[config.mk]
export PLATFORM = sky130hd
export DESIGN_NAME = fmul_issue
export DESIGN_NICKNAME = d
export VERILOG_FILES = /design/src/rtl/fpu_pkg.sv /design/src/rtl/fmul_issue_fifo.sv /design/src/rtl/fmul_issue.sv
export SDC_FILE = /design/constraint.sdc
export NUM_CORES = 1
export LEC_CHECK = 0
export ABC_AREA = 1
export ABC_CLOCK_PERIOD_IN_PS = 10260
export CAP_MARGIN = 40
export CORE_MARGIN = 2
export CORE_UTILIZATION = 35
export CTS_BUF_LIST = sky130_fd_sc_hd__clkbuf_16
export DETAILED_ROUTE_END_ITERATION = 10
export HOLD_SLACK_MARGIN = 0.1
export PLACE_DENSITY = 0.6
export REMOVE_ABC_BUFFERS = 1
export SETUP_SLACK_MARGIN = 0.1
export SLEW_MARGIN = 15
export SYNTH_ARGS = -nofsm -noshare
export SYNTH_HDL_FRONTEND = slang
export SYNTH_HIERARCHICAL = 1
export SYNTH_SLANG_ARGS = --single-unit
[constraint.sdc]
create_clock -name clk -period 10.26 [get_ports clk]
set_input_delay 2.052 -clock clk [delete_from_list [all_inputs] [get_ports clk]]
set_output_delay 2.052 -clock clk [all_outputs]
set_load 0.01 [all_outputs]
[src/rtl/fpu_pkg.sv]
// Shared FPU definitions: issue FSM states, floating-point constants and
// default tag width used by the multiplier issue path.
package fpu_pkg;

    typedef enum logic [1:0] {
        IDLE = 2'd0,
        REQ  = 2'd1,
        WAIT = 2'd2,
        HOLD = 2'd3
    } fmul_state_e;

    localparam logic [31:0] QNAN           = 32'h7FC0_0000;
    localparam int          FMUL_TAG_W_DEF = 5;

endpackage

[src/rtl/fmul_issue_fifo.sv]
// Synchronous operand FIFO for the multiplier issue queue; the head entry is
// presented combinationally and only leaves on an explicit pop.
module fmul_issue_fifo
    import fpu_pkg::*;
#(
    parameter int DEPTH = 4,
    parameter int W     = 64 + FMUL_TAG_W_DEF
) (
    input  logic                       clk,
    input  logic                       rst,
    input  logic                       push,
    input  logic                       pop,
    input  logic [W-1:0]               wdata,
    output logic [W-1:0]               head,
    output logic [$clog2(DEPTH):0]     count,
    output logic                       full,
    output logic                       empty
);
    localparam int PW = $clog2(DEPTH);
    localparam int CW = PW + 1;

    logic [W-1:0]  mem_r [DEPTH];
    logic [PW-1:0] wr_ptr_r;
    logic [PW-1:0] rd_ptr_r;
    logic [CW-1:0] count_r;
    logic          push_s;
    logic          pop_s;

    assign full   = (count_r == CW'(DEPTH));
    assign empty  = (count_r == {CW{1'b0}});
    assign push_s = push & ~full;
    assign pop_s  = pop & ~empty;
    assign head   = mem_r[rd_ptr_r];
    assign count  = count_r;

    // Entry storage, cleared on reset so the head reads as zero when empty
    always_ff @(posedge clk) begin
        if (rst) begin
            for (int i = 0; i < DEPTH; i++) begin
                mem_r[i] <= '0;
            end
        end else if (push_s) begin
            mem_r[wr_ptr_r] <= wdata;
        end else begin
            mem_r[wr_ptr_r] <= mem_r[wr_ptr_r];
        end
    end

    // Pointer and occupancy bookkeeping; simultaneous push and pop cancel
    always_ff @(posedge clk) begin
        if (rst) begin
            wr_ptr_r <= '0;
            rd_ptr_r <= '0;
            count_r  <= '0;
        end else begin
            if (push_s) begin
                wr_ptr_r <= wr_ptr_r + PW'(1);
            end
            if (pop_s) begin
                rd_ptr_r <= rd_ptr_r + PW'(1);
            end
            case ({push_s, pop_s})
                2'b10:   count_r <= count_r + CW'(1);
                2'b01:   count_r <= count_r - CW'(1);
                default: count_r <= count_r;
            endcase
        end
    end

endmodule

[src/rtl/fmul_issue.sv]
// Operand queue and issue controller in front of the FPU multiplier.
// Optional WAIT-state watchdog enabled by defining FMUL_ISSUE_TIMEOUT_EN.
module fmul_issue
    import fpu_pkg::*;
#(
    parameter int DEPTH   = 4,
    parameter int TAG_W   = FMUL_TAG_W_DEF,
    parameter int TIMEOUT = 15
) (
    input  logic             clk,
    input  logic             rst,
    input  logic             in_valid,
    output logic             in_ready,
    input  logic [31:0]      in_rs1,
    input  logic [31:0]      in_rs2,
    input  logic [TAG_W-1:0] in_tag,
    output logic             fmul_order,
    input  logic             fmul_accepted,
    input  logic             fmul_done,
    output logic [31:0]      fmul_rs1,
    output logic [31:0]      fmul_rs2,
    input  logic [31:0]      fmul_rd,
    output logic             res_valid,
    input  logic             res_ready,
    output logic [31:0]      res_data,
    output logic [TAG_W-1:0] res_tag,
    output logic             busy,
    output logic             timeout_err
);
    localparam int CW = $clog2(DEPTH) + 1;
    localparam int EW = 64 + TAG_W;

    logic [EW-1:0]    wdata_s;
    logic [EW-1:0]    head_s;
    logic [CW-1:0]    count_s;
    logic             full_s;
    logic             empty_s;
    logic             push_s;
    logic             capture_s;
    logic             timeout_hit_s;
    fmul_state_e      state_r;
    fmul_state_e      state_nxt_s;
    logic [31:0]      res_data_r;
    logic [TAG_W-1:0] res_tag_r;

    assign wdata_s   = {in_rs1, in_rs2, in_tag};
    assign push_s    = in_valid & ~full_s;
    assign capture_s = (state_r == WAIT) & (fmul_done | timeout_hit_s);

    fmul_issue_fifo #(
        .DEPTH (DEPTH),
        .W     (EW)
    ) u_fifo (
        .clk   (clk),
        .rst   (rst),
        .push  (push_s),
        .pop   (capture_s),
        .wdata (wdata_s),
        .head  (head_s),
        .count (count_s),
        .full  (full_s),
        .empty (empty_s)
    );

`ifdef FMUL_ISSUE_TIMEOUT_EN
    logic [3:0] tmo_cnt_r;
    logic       timeout_err_r;

    // Fires in the TIMEOUT-th consecutive WAIT cycle without a done
    assign timeout_hit_s = ~fmul_done & (tmo_cnt_r == 4'(TIMEOUT - 1));
    assign timeout_err   = timeout_err_r;

    // WAIT-cycle watchdog counter, restarted on every accept
    always_ff @(posedge clk) begin
        if (rst) begin
            tmo_cnt_r <= 4'd0;
        end else if ((state_r == REQ) && fmul_accepted) begin
            tmo_cnt_r <= 4'd0;
        end else if ((state_r == WAIT) && !fmul_done) begin
            tmo_cnt_r <= tmo_cnt_r + 4'd1;
        end else begin
            tmo_cnt_r <= tmo_cnt_r;
        end
    end

    // Sticky timeout flag, cleared only by reset
    always_ff @(posedge clk) begin
        if (rst) begin
            timeout_err_r <= 1'b0;
        end else if (capture_s && timeout_hit_s) begin
            timeout_err_r <= 1'b1;
        end else begin
            timeout_err_r <= timeout_err_r;
        end
    end
`else
    assign timeout_hit_s = 1'b0;
    assign timeout_err   = 1'b0;
`endif

    // FSM state register
    always_ff @(posedge clk) begin
        if (rst) begin
            state_r <= IDLE;
        end else begin
            state_r <= state_nxt_s;
        end
    end

    // FSM next-state logic; stray accept/done outside their states are ignored
    always_comb begin
        state_nxt_s = state_r;
        case (state_r)
            IDLE:    state_nxt_s = empty_s       ? IDLE : REQ;
            REQ:     state_nxt_s = fmul_accepted ? WAIT : REQ;
            WAIT:    state_nxt_s = capture_s     ? HOLD : WAIT;
            HOLD:    state_nxt_s = res_ready     ? IDLE : HOLD;
            default: state_nxt_s = IDLE;
        endcase
    end

    // FSM output decode
    always_comb begin
        fmul_order = 1'b0;
        res_valid  = 1'b0;
        case (state_r)
            REQ:     fmul_order = 1'b1;
            HOLD:    res_valid  = 1'b1;
            default: begin
                fmul_order = 1'b0;
                res_valid  = 1'b0;
            end
        endcase
    end

    // Result capture; a watchdog expiry returns a quiet NaN for the head tag
    always_ff @(posedge clk) begin
        if (rst) begin
            res_data_r <= 32'h0000_0000;
            res_tag_r  <= '0;
        end else if (capture_s) begin
            res_data_r <= fmul_done ? fmul_rd : QNAN;
            res_tag_r  <= head_s[TAG_W-1:0];
        end else begin
            res_data_r <= res_data_r;
            res_tag_r  <= res_tag_r;
        end
    end

    assign in_ready = (count_s < CW'(DEPTH));
    assign busy     = ~empty_s | (state_r != IDLE);
    assign fmul_rs1 = head_s[EW-1 -: 32];
    assign fmul_rs2 = head_s[EW-33 -: 32];
    assign res_data = res_data_r;
    assign res_tag  = res_tag_r;

endmodule

=== Word-level counts from Yosys, hierarchy flattened ===
Memories as Yosys holds them, arrays and structs flattened. A register that Yosys moved wholly into a read port is not among the register bits.
Cells that the tools add are included.

* Order comparisons: 1
* Bitwise gates (word level): 8
* Equal/unequal tests: 7
* Mux-type cells: 23
* Add/subtract/negate cells: 4
* Reductions and logical operators: 6

{| class="wikitable"
|+ Operator list
! cell !! number
|-
| 69-bit 2-to-1 mux || 2
|-
| 69-bit OR reduction || 1
|-
| 32-bit 2-to-1 mux || 1
|-
| 1-bit 2-to-1 mux || 13
|-
| 2-bit 2-to-1 mux || 5
|-
| 2-bit one-hot mux with 4 select lines || 1
|-
| 2-bit == test (second input constant) || 3
|-
| 3-bit one-hot mux with 2 select lines || 1
|-
| 2-bit by 1-bit adder with 2-bit output (second input constant) || 2
|-
| 1-bit AND || 4
|-
| 2-bit by 1-bit == test with 1-bit output (second input constant) || 2
|-
| 2-bit nonzero test || 2
|-
| 3-bit by 1-bit adder with 3-bit output (second input constant) || 1
|-
| 3-bit == test (second input constant) || 1
|-
| 3-bit logical NOT || 1
|-
| 3-bit < comparator (second input constant) || 1
|-
| 3-bit by 1-bit subtractor with 3-bit output (second input constant) || 1
|-
| 2-bit logical NOT || 1
|-
| 1-bit inverter || 2
|-
| 1-bit bitwise OR || 2
|-
| 2-bit AND reduction || 1
|-
| 0-bit != test || 1
|}

* Word-level logic and storage cells: 56
* Register bits after elaboration: 46
* Bits in writable memories: 276
* Input bits: 107
* Output and inout port bits: 106
* Memories kept: 1

{| class="wikitable"
|+ Memories
! memory !! words !! bits a word !! read ports !! clocked after Yosys merged registers in !! write ports !! line !! source
|-
| u_fifo.mem_r || 4 || 69 || 1 || 1 || 4 || fmul_issue_fifo.sv:22 || <nowiki>logic [W-1:0] mem_r [DEPTH];</nowiki>
|}

=== Logic depth before layout (Yosys ltp) ===
Gate-level depths: netlist (run 1).

* Depth after elaboration: 11
* Gate-level depth with buffers: 16
* Gate-level depth less buffers: 14

=== By module ===
The synthesis (run 1) kept the hierarchy.

{| class="wikitable"
|+ Modules (own cells, without submodules)
! module !! sequential area each (um^2) !! cells an instance !! area each (um^2) !! times used
|-
| fmul_issue_fifo || 8468.1 || 1187 || 12548.3 || 1
|-
| fmul_issue || 780.7 || 248 || 1661.6 || 1
|}

=== Least setup slack after synthesis (run 1) ===
Ideal clock, no wire load.

* Path type: input-to-reg
* Start point: input port in_valid
* End point: memory u_fifo/mem_r[0][0] in the netlist's numbering, enable pin
* Cell stages on the path: 4
* Data required time: 9.668 ns
* Setup time: 0.592 ns
* Slack: 2.207 ns
* Data arrival time: 7.462 ns
* Path through: inv_1 > nor2_1 > nand4_2 > o21ai_0

{| class="wikitable"
|+ RTL lines
! item !! line !! source
|-
| start, declared || fmul_issue.sv:12 || <nowiki>input logic in_valid,</nowiki>
|-
| end, declared || fmul_issue_fifo.sv:22 ||
|}

==> qor.csv, run 1 <==
metric,value,unit
row_count,73,
tightest_slew,0.860,ns
wl_per_cell,17.8,µm
grt_pass1_vias,10600,
power_density,178,nW/µm²
synth_edf_count,276,
synthTopCellsByCount,"360 x nor2_1, 276 x edfxtp_1, 187 x inv_1, 145 x o21ai_0, 86 x nand2_1",
yosysTopAreaCell,edfxtp_1,
yosys.area_share.simple,17.5,%
cts_buffers,35,
cp-endpoint,fmul_rs1[15],
drt-total-wl,38.5,mm
die_x,205,µm
fin_crit_sh,51.9,%
io_pins,213,
worstSetupStartpointType,flop,
cts_sinks,324,
ys_types,26,
synthFlopType,edfxtp_1,
crit_required,8.21,ns
clk_latency,0.52,ns
vias,10600,
drv_cap,0,
clk_pin_slew,0.06,ns
dieArea,42200,µm²
synth_top_family_by_area,simple AND/OR/NAND/NOR gates,
leakage,6.99,nW
grt_pass1_wl,59.2,mm
die-height,205,µm
htreeDepth,2,
synthArstFlopShare,0,%
core,39900,µm²
grt_start_max_net_pins,77,
viasPerCell,4.88,
r2r_end,u_fifo/mem_r[0][8],
gr-usage-all-layers,18.1,%
globalRouteMet2Util,31.6,%
outcome,completed,
start_util,35.6,%
ys_warn_count,6,
slew_headroom,42.7,%
synthTopCellsByArea,"edfxtp_1 58%, nor2_1 9.5%, dfxtp_1 6.8%",
cts_resized,0,
worstSetupEndpointType,primary output,
clockBufferDepth,3,
critical_path_arrival,3.27,ns
place_hpwl,22.4,mm
grt_setup_unrepaired,false,
grt_use_met3,2.58,%
numPortBuffers,211,
ir_drop,0.105,mV
synth_most_common_cell,nor2_1,
skew,0.0141,ns
final_area,18100,µm²
area_growth_syn_to_layout,27.5,%
netlist_instances,1435,
reg2reg_from,u_fifo/count[0],
antenna_found_initial,1,
tns,0,ns
synth_fa_ha_area_share,0.229,%
crit_type,reg -> out,
synth_top_area_share,58.3,%
setup-violations-final,0,
ant_nets,0,
r2r_slack,7.04,ns
stdcell_count,2164,
synth.area.mux_share,0,%
grt.met1_usage,23.1,%
dpl.cell_count,2100,
grt.busiest_layer,met2,
post_cts.repair.setup_buffers,0,
synth-xor-area-share,0,%
critPathMaxFanout,70,
dpl-instance-area,17000,µm²
drive_above_1_share,8.97,%
ctsHoldBuffers,0,
gp_congestion,0.732,
ys_ff_latch,324,
drt_iter0_drc,817,
hp-class,reg -> reg,
hold_viol,0,
syn-cell-area,14200,µm²
cts_root_buf,clkbuf_16,
drcViolationCount,0,
drt_first_pass_iters,5,
synth_compound_area_share,8.73,%
grt_overflow,0,
seq_area_frac_synth,65.1,%
min_period,5.32,ns
max_freq,0.188,GHz
nNetsFinal,1722,
drv_slew,0,
rr_worst_depth,9,
synth_area_per_cell,9.90,µm²
cts_tree,yes,
[flip-flops by register name, indices dropped and copies added, names as in the netlist, named ones only]
register,flops
res_data,32
res_tag,5
state_r,2
u_fifo/count,3
u_fifo/mem_r,276
u_fifo/rd_ptr_r,2
u_fifo/wr_ptr_r,2
[routing by layer]
metal | share of wire [%] | wire, µm
met3 | 5.7 | 2210
met5 | 0 | 0
met4 | 2.5 | 956
met1 | 41 | 15900
met2 | 50 | 19400
[worst max-delay path: stages, from the launching register on]
cell and delay, ns:
dfxtp_4 0.51, inv_4 0.40, buf_4 0.42, buf_16 0.32, o21ai_0 0.14, o22ai_1 0.34
clkdlybuf4s50_1 0.61
[placed cells by master (no fill, tap or decap), types with 45 or more instances in the layout]
cell type and n:
clkdlybuf4s50_1 211, dfxtp_1 45, edfxtp_1 276, inv_1 195, nand2_1 86, nor2_1 359
nor2_2 51, nor3_1 69, o21ai_0 142, o22ai_1 69
[cell families (layout without fill, tap and decap cells)]
family	after synthesis	after routing
compound gates	230	230
fa+ha+maj	2	2
flops	324	324
buf+inv	291	494
other cells	1	2
simple gates	587	587
[final cells by class]
class / instances / area [µm²]
tap: 525 / 657
sequential: 324 / 9260
fill: 3721 / 21800
clock buffer: 36 / 901
multi-input combinational: 820 / 3810
timing repair buffer: 237 / 2540
antenna: 1 / 2.50
clock inverter: 26 / 209
inverter: 195 / 737
[per-stage QoR]
| stage | hold WS [ns] | power (mW) | util, % | setup WS [ns] |
|---|---|---|---|---|
| 2_1_floorplan | 0.444 | 1.80 | - | 1.11 |
| 3_3_place_gp | 0.452 | 2.00 | 41.8 | 4.30 |
| 3_5_place_dp | 0.453 | 2.03 | 42.5 | 4.63 |
| 4_1_cts | 0.463 | 3.25 | 45.3 | 4.85 |
| 5_1_grt | 0.494 | 3.35 | 45.4 | 4.70 |
| 6_report | 0.463 | 3.22 | 45.4 | 4.94 |
[report_power, final]
| group | internal, mW | leakage (nW) | switching [mW] | total [mW] |
|---|---|---|---|---|
| Sequential | 1.54 | 3.26 | 0.0346 | 1.58 |
| Combinational | 0.171 | 3.16 | 0.248 | 0.419 |
| Clock | 0.713 | 0.572 | 0.505 | 1.22 |
| Total | 2.43 | 6.99 | 0.788 | 3.22 |
[how the worst min path moves through the flow]
stage                    startpoint              end  depth (start not counted)
finish                 res_data[24]     res_data[24]                          2
global route           res_data[27]     res_data[27]                          2
CTS                    res_data[26]     res_data[26]                          2
detailed placement     res_data[26]     res_data[26]                          2
global placement       res_data[26]     res_data[26]                          2
floorplan           u_fifo/count[0]  u_fifo/count[0]                          1
(Power assumes the default switching activity.)
==> run 2, diff against run 1 <==
Settings changed: ABC_CLOCK_PERIOD_IN_PS 10260 to 4900.
Clock period 10.26 ns to 4.9 ns, I/O delays scaled along.
==> qor.csv, run 2 (synthesized netlist as in run 1, its figures left out) <==
metric,value,unit,change
fill_cells,3769,,+1.3%
gr-usage-all-layers,18.0,%,-0.12 points
cts_tree,yes,,
worstSetupEndpointType,primary output,,
clk_latency,0.52,ns,about the same
critPathMaxFanout,61,,-13%
final_common_cell,nor2_1,,
grt_overflow,0,,unchanged
start_util,35.6,%,unchanged
area_growth_syn_to_layout,26.8,%,
numPortBuffers,211,,unchanged
grt_start_max_net_pins,139,,+81%
drcViolationCount,0,,unchanged
grt_pass1_wl,58.7,mm,-0.76%
dieArea,42200,µm²,unchanged
drt-total-wl,38.4,mm,-0.34%
worstPathCellList,inv_4 -> buf_12 -> o21ai_0 -> o22ai_1 -> clkdlybuf4s50_1,,
wl_per_cell,17.7,µm,-0.43%
p_total,6.67,mW,+110%
r2r_slack,2.22,ns,-4.82 ns
leakage,6.97,nW,-0.37%
viasPerCell,4.86,,-0.42%
outcome,completed,,
fin_crit_sh,75.9,%,
grt_pass1_vias,10500,,-1.7%
fin_ws,1.18,ns,-3.75 ns
die_x,205,µm,unchanged
row_count,73,,unchanged
core,39900,µm²,unchanged
hold_viol,0,,unchanged
power_density,370,nW/µm²,+110%
worstSetupStartpointType,flop,,
grt_setup_unrepaired,false,,
drv_slew,0,,unchanged
reg2reg_from,u_fifo/count[0],,
stdcell_count,2166,,+0.092%
post-place-ws,1.20,ns,-3.44 ns
cts_root_buf,clkbuf_16,,
antenna_found_initial,1,,unchanged
die-height,205,µm,unchanged
gp_congestion,0.742,,+1.4%
ctsHoldBuffers,0,,unchanged
place_hpwl,21.3,mm,-4.7%
vias,10500,,-0.33%
rr_worst_depth,9,,unchanged
cts_sinks,324,,unchanged
nNetsFinal,1723,,+0.058%
hold_path_depth,2,,unchanged
cts_resized,0,,unchanged
ir_drop,0.221,mV,+110%
critical_path_arrival,2.74,ns,-0.53 ns
worstHoldStart,res_data[25],,
post_cts.repair.setup_buffers,0,,unchanged
drv_cap,0,,unchanged
antennaDiodeCount,0,,-1
max_freq,0.269,GHz,
cp_top_family,buffers and inverters,,
largest_register_ff_count,276,,unchanged
clockBufferDepth,3,,unchanged
final_cell_mix,"359 x nor2_1, 276 x edfxtp_1, 211 x clkdlybuf4s50_1, 197 x inv_1, 142 x o21ai_0",,
critPathBufInv,3,,-1
drive_above_1_share,8.78,%,-0.20 points
skew,0.0124,ns,-0.00165 ns
critical-path-max-stage-delay,0.61,ns,about the same
crit_required,3.92,ns,-4.29 ns
r2r_end,u_fifo/mem_r[3][34],,
dpl.cell_count,2099,,-0.048%
crit_slowest_cell,clkdlybuf4s50_1,,
dpl-instance-area,16900,µm²,-0.46%
drt_iter0_drc,653,,-20%
clk_pin_slew,0.05,ns,about the same
drt_first_pass_iters,5,,unchanged
ant_nets,0,,unchanged
setup-violations-final,0,,unchanged
slew_headroom,47.3,%,+4.6 points
final_area,18000,µm²,-0.51%
htreeDepth,2,,unchanged
fin_util,45.1,%,-0.23 points
tightest_slew,0.790,ns,-0.0700 ns
largest_register,u_fifo/mem_r,,
holdWs,0.463,ns,-0.0000500 ns
crit_type,reg -> out,,
hp-class,reg -> reg,,
tns,0,ns,unchanged
holdPathEnd,res_data[25],,
cts_buffers,37,,+5.7%
io_pins,213,,unchanged
min_period,3.72,ns,
## run 2: final cells by class
cell class                      count  area, µm²  share of cell area [%]
Clock buffer                       37        926                    5.14
Tap cell                          525        657                    3.65
Inverter                          195        737                    4.09
Multi-Input combinational cell    820       3810                    21.1
Timing Repair Buffer              236       2460                    13.7
Clock inverter                     29        171                   0.951
Sequential cell                   324       9260                    51.4
## run 2: routing by layer
| metal | vias to the layer above | track usage (%) | wire [µm] |
|---|---|---|---|
| li1 | 5116 | - | - |
| met1 | 5113 | 23.8 | 16800 |
| met2 | 245 | 31.2 | 19100 |
| met3 | 55 | 1.90 | 1650 |
| met4 | 2 | 4.96 | 772 |
| met5 | - | 0 | 10 |
## run 2: where the power goes
part | total [mW] | switching (mW) | internal, mW
clock | 2.51 | 1.08 | 1.43
sequential | 3.29 | 0.0615 | 3.23
combinational | 0.871 | 0.524 | 0.347
total | 6.67 | 1.66 | 5.01
## run 2: how the worst max path moves through the flow
stage	from	end	slack (ns)	cells past startpoint
finish	flop	fmul_rs2[30]	1.18	5
global placement	rst	u_fifo/mem_r[3][34]	1.24	6
detailed placement	rst	u_fifo/mem_r[3][34]	1.20	6
CTS	flop	fmul_rs1[14]	1.14	4
global route	flop	fmul_rs2[11]	1.04	5
floorplan	in_valid	u_fifo/mem_r[0][0]	-3.18	4
## run 2: tightest hold or removal path, stage by stage, from the launching register on
cell,delay [ns]
dfxtp_1,0.30
nand2_1,0.06
a21oi_1,0.05
==> run 3, diff against run 2 <==
Settings changed: ABC_CLOCK_PERIOD_IN_PS 4900 to 3200, PLACE_DENSITY 0.6 to 0.62.
Clock period 4.9 ns to 3.2 ns, I/O delays scaled along.
==> qor.csv, run 3 (synthesized netlist as in run 1, its figures left out) <==
metric,value,unit,change
gr-usage-all-layers,18.3,%,+0.33 points
ir_drop,0.353,mV,+60%
crit_slowest_cell,clkdlybuf4s50_1,,
drcViolationCount,0,,unchanged
critical_path_arrival,2.33,ns,-0.41 ns
swShare,24.3,%,-0.59 points
leakage,7.13,nW,+2.4%
die-height,205,µm,unchanged
dpl-instance-area,17100,µm²,+0.96%
outcome,completed,,
fill_cells,3713,,-1.5%
hold_viol,0,,unchanged
largest_register,u_fifo/mem_r,,
max_freq,0.337,GHz,
place_hpwl,22.4,mm,+4.9%
hp-class,reg -> reg,,
drv_slew,0,,unchanged
combPwrFrac,13.1,%,about the same
worstSetupEndpointType,primary output,,
drv_cap,0,,unchanged
p_total,10.5,mW,+57%
final_cell_mix,"359 x nor2_1, 276 x edfxtp_1, 211 x clkdlybuf4s50_1, 194 x inv_1, 142 x o21ai_0",,
worstPathCellList,inv_2 -> buf_12 -> o21ai_0 -> o22ai_1 -> clkdlybuf4s50_1,,
clockBufferDepth,3,,unchanged
worstSetupStartpointType,flop,,
drt_iter0_drc,721,,+10%
area_growth_syn_to_layout,29.2,%,
power_density,572,nW/µm²,+54%
final_area,18400,µm²,+1.9%
hold_path_depth,2,,unchanged
gp_congestion,0.737,,-0.73%
crit_required,2.56,ns,-1.36 ns
clk_latency,0.52,ns,about the same
drive_above_1_share,9.98,%,+1.2 points
start_util,35.6,%,unchanged
r2r_slack,0.77,ns,-1.45 ns
clk_pin_slew,0.06,ns,about the same
htreeDepth,2,,unchanged
slew_headroom,57.5,%,+10 points
drt_first_pass_iters,5,,unchanged
seqPwrFrac,48.1,%,-1.3 points
min_period,2.97,ns,
grt_pass1_wl,59.8,mm,+1.9%
viasPerCell,4.88,,+0.45%
core,39900,µm²,unchanged
tightest_slew,0.638,ns,-0.152 ns
die_x,205,µm,unchanged
ant_nets,0,,unchanged
dieArea,42200,µm²,unchanged
cts_buffers,37,,unchanged
wl_per_cell,18.1,µm,+2.0%
nNetsFinal,1737,,+0.81%
final_common_cell,nor2_1,,
fin_crit_sh,92.9,%,
grt_setup_unrepaired,false,,
reg2reg_from,u_fifo/count[0],,
numPortBuffers,211,,unchanged
antenna_found_initial,1,,unchanged
rr_worst_depth,9,,unchanged
grt_overflow,0,,unchanged
tns,0,ns,unchanged
p_sw,2.56,mW,+54%
drt-total-wl,39.4,mm,+2.7%
critical-path-max-stage-delay,0.61,ns,about the same
p_clk_share,38.9,%,+1.3 points
cts_tree,yes,,
cts_root_buf,clkbuf_16,,
grt_start_max_net_pins,67,,-52%
internal_power,7.95,mW,+59%
critPathMaxFanout,24,,-61%
row_count,73,,unchanged
io_pins,213,,unchanged
setup-violations-final,0,,unchanged
cts_sinks,324,,unchanged
r2r_end,u_fifo/count[1],,
grt_pass1_vias,10700,,+2.6%
critPathBufInv,3,,unchanged
crit_type,reg -> out,,
largest_register_ff_count,276,,unchanged
cp_top_family,buffers and inverters,,
vias,10600,,+1.1%
holdPathEnd,res_data[25],,
skew,0.0181,ns,+0.00571 ns
worstHoldStart,res_data[25],,
==> run 3: cell types whose count changed in the layout (fill, tap and decap cells not counted), moves of 2 or more <==
| cell | change |
|---|---|
| buf_12 | +10 |
| buf_16 | -2 |
| buf_6 | +2 |
| buf_8 | +2 |
| bufinv_16 | +2 |
| clkbuf_16 | +3 |
| diode_2 | +2 |
| inv_1 | -3 |
| o22ai_1 | -5 |
| o22ai_2 | +5 |
==> run 3: worst register-to-register path: cells and delay by family (launching register included) <==
family,cells,cell delay [ns]
AOI/OAI and AO/OA,1,0.19
adders and majority gates,2,0.72
buffers and inverters,2,0.15
DFF,1,0.36
and+or+nand+nor,4,0.93
==> run 3: layout make-up <==
class	instances	area (µm²)	area share (%)
multi-input cells	820	3840	20.9
inverters	195	739	4.03
well taps	525	657	3.58
diodes	2	5.00	0.0273
clock buffers	39	976	5.31
flip-flops and latches	324	9260	50.4
clock inverters	25	196	1.07
repair buffers	250	2690	14.6
==> run 3: timing repair <==
item	CTS	global route
setup endpoints to repair	56	11
gates resized for setup	4	4
setup buffers	4	1
cloned	0	1
pin swaps	0	0
hold buffers	0	0
==> run 3: how the worst max path moves through the flow <==
stage / startpoint / end / slack (ns) / depth (start not counted)
global placement: in_valid / u_fifo/mem_r[0][30] / 0.29 / 6
detailed placement: in_valid / u_fifo/mem_r[0][30] / 0.28 / 6
finish: flop / fmul_rs1[0] / 0.23 / 5
floorplan: in_valid / u_fifo/mem_r[0][0] / -4.54 / 4
global route: flop / fmul_rs1[28] / 0.12 / 5
CTS: flop / fmul_rs1[14] / 0.10 / 5
==> run 3: power by group through the flow <==
| stage | combinational, mW | clock (mW) | sequential [mW] |
|---|---|---|---|
| 2_1_floorplan | 0.573 | 0 | 5.19 |
| 3_3_place_gp | 1.34 | 0 | 5.13 |
| 3_5_place_dp | 1.37 | 0 | 5.14 |
| 4_1_cts | 1.39 | 4.17 | 5.05 |
| 5_1_grt | 1.49 | 4.33 | 5.08 |
| 6_report | 1.37 | 4.09 | 5.05 |
==> run 3: stage by stage <==
| step | setup WS [ns] | hold slack (ns) | utilization [%] | std cells |
|---|---|---|---|---|
| finish | 0.228 | 0.465 | 46.0 | 2180 |
| global route | 0.118 | 0.489 | 46.0 | 2179 |
| CTS | 0.104 | 0.467 | 45.8 | 2176 |
| detailed placement | 0.283 | 0.458 | 42.7 | 2108 |
| global placement | 0.288 | 0.450 | 42.6 | 2105 |
| floorplan | -4.54 | 0.444 | - | 1339 |
==> run 3: routing by layer <==
| metal | track usage [%] | part of all wire, % |
|---|---|---|
| met2 | 31.9 | 50 |
| met4 | 5.22 | 1.8 |
| met5 | 0 | 0 |
| met3 | 1.96 | 4.6 |
| met1 | 24.1 | 43 |
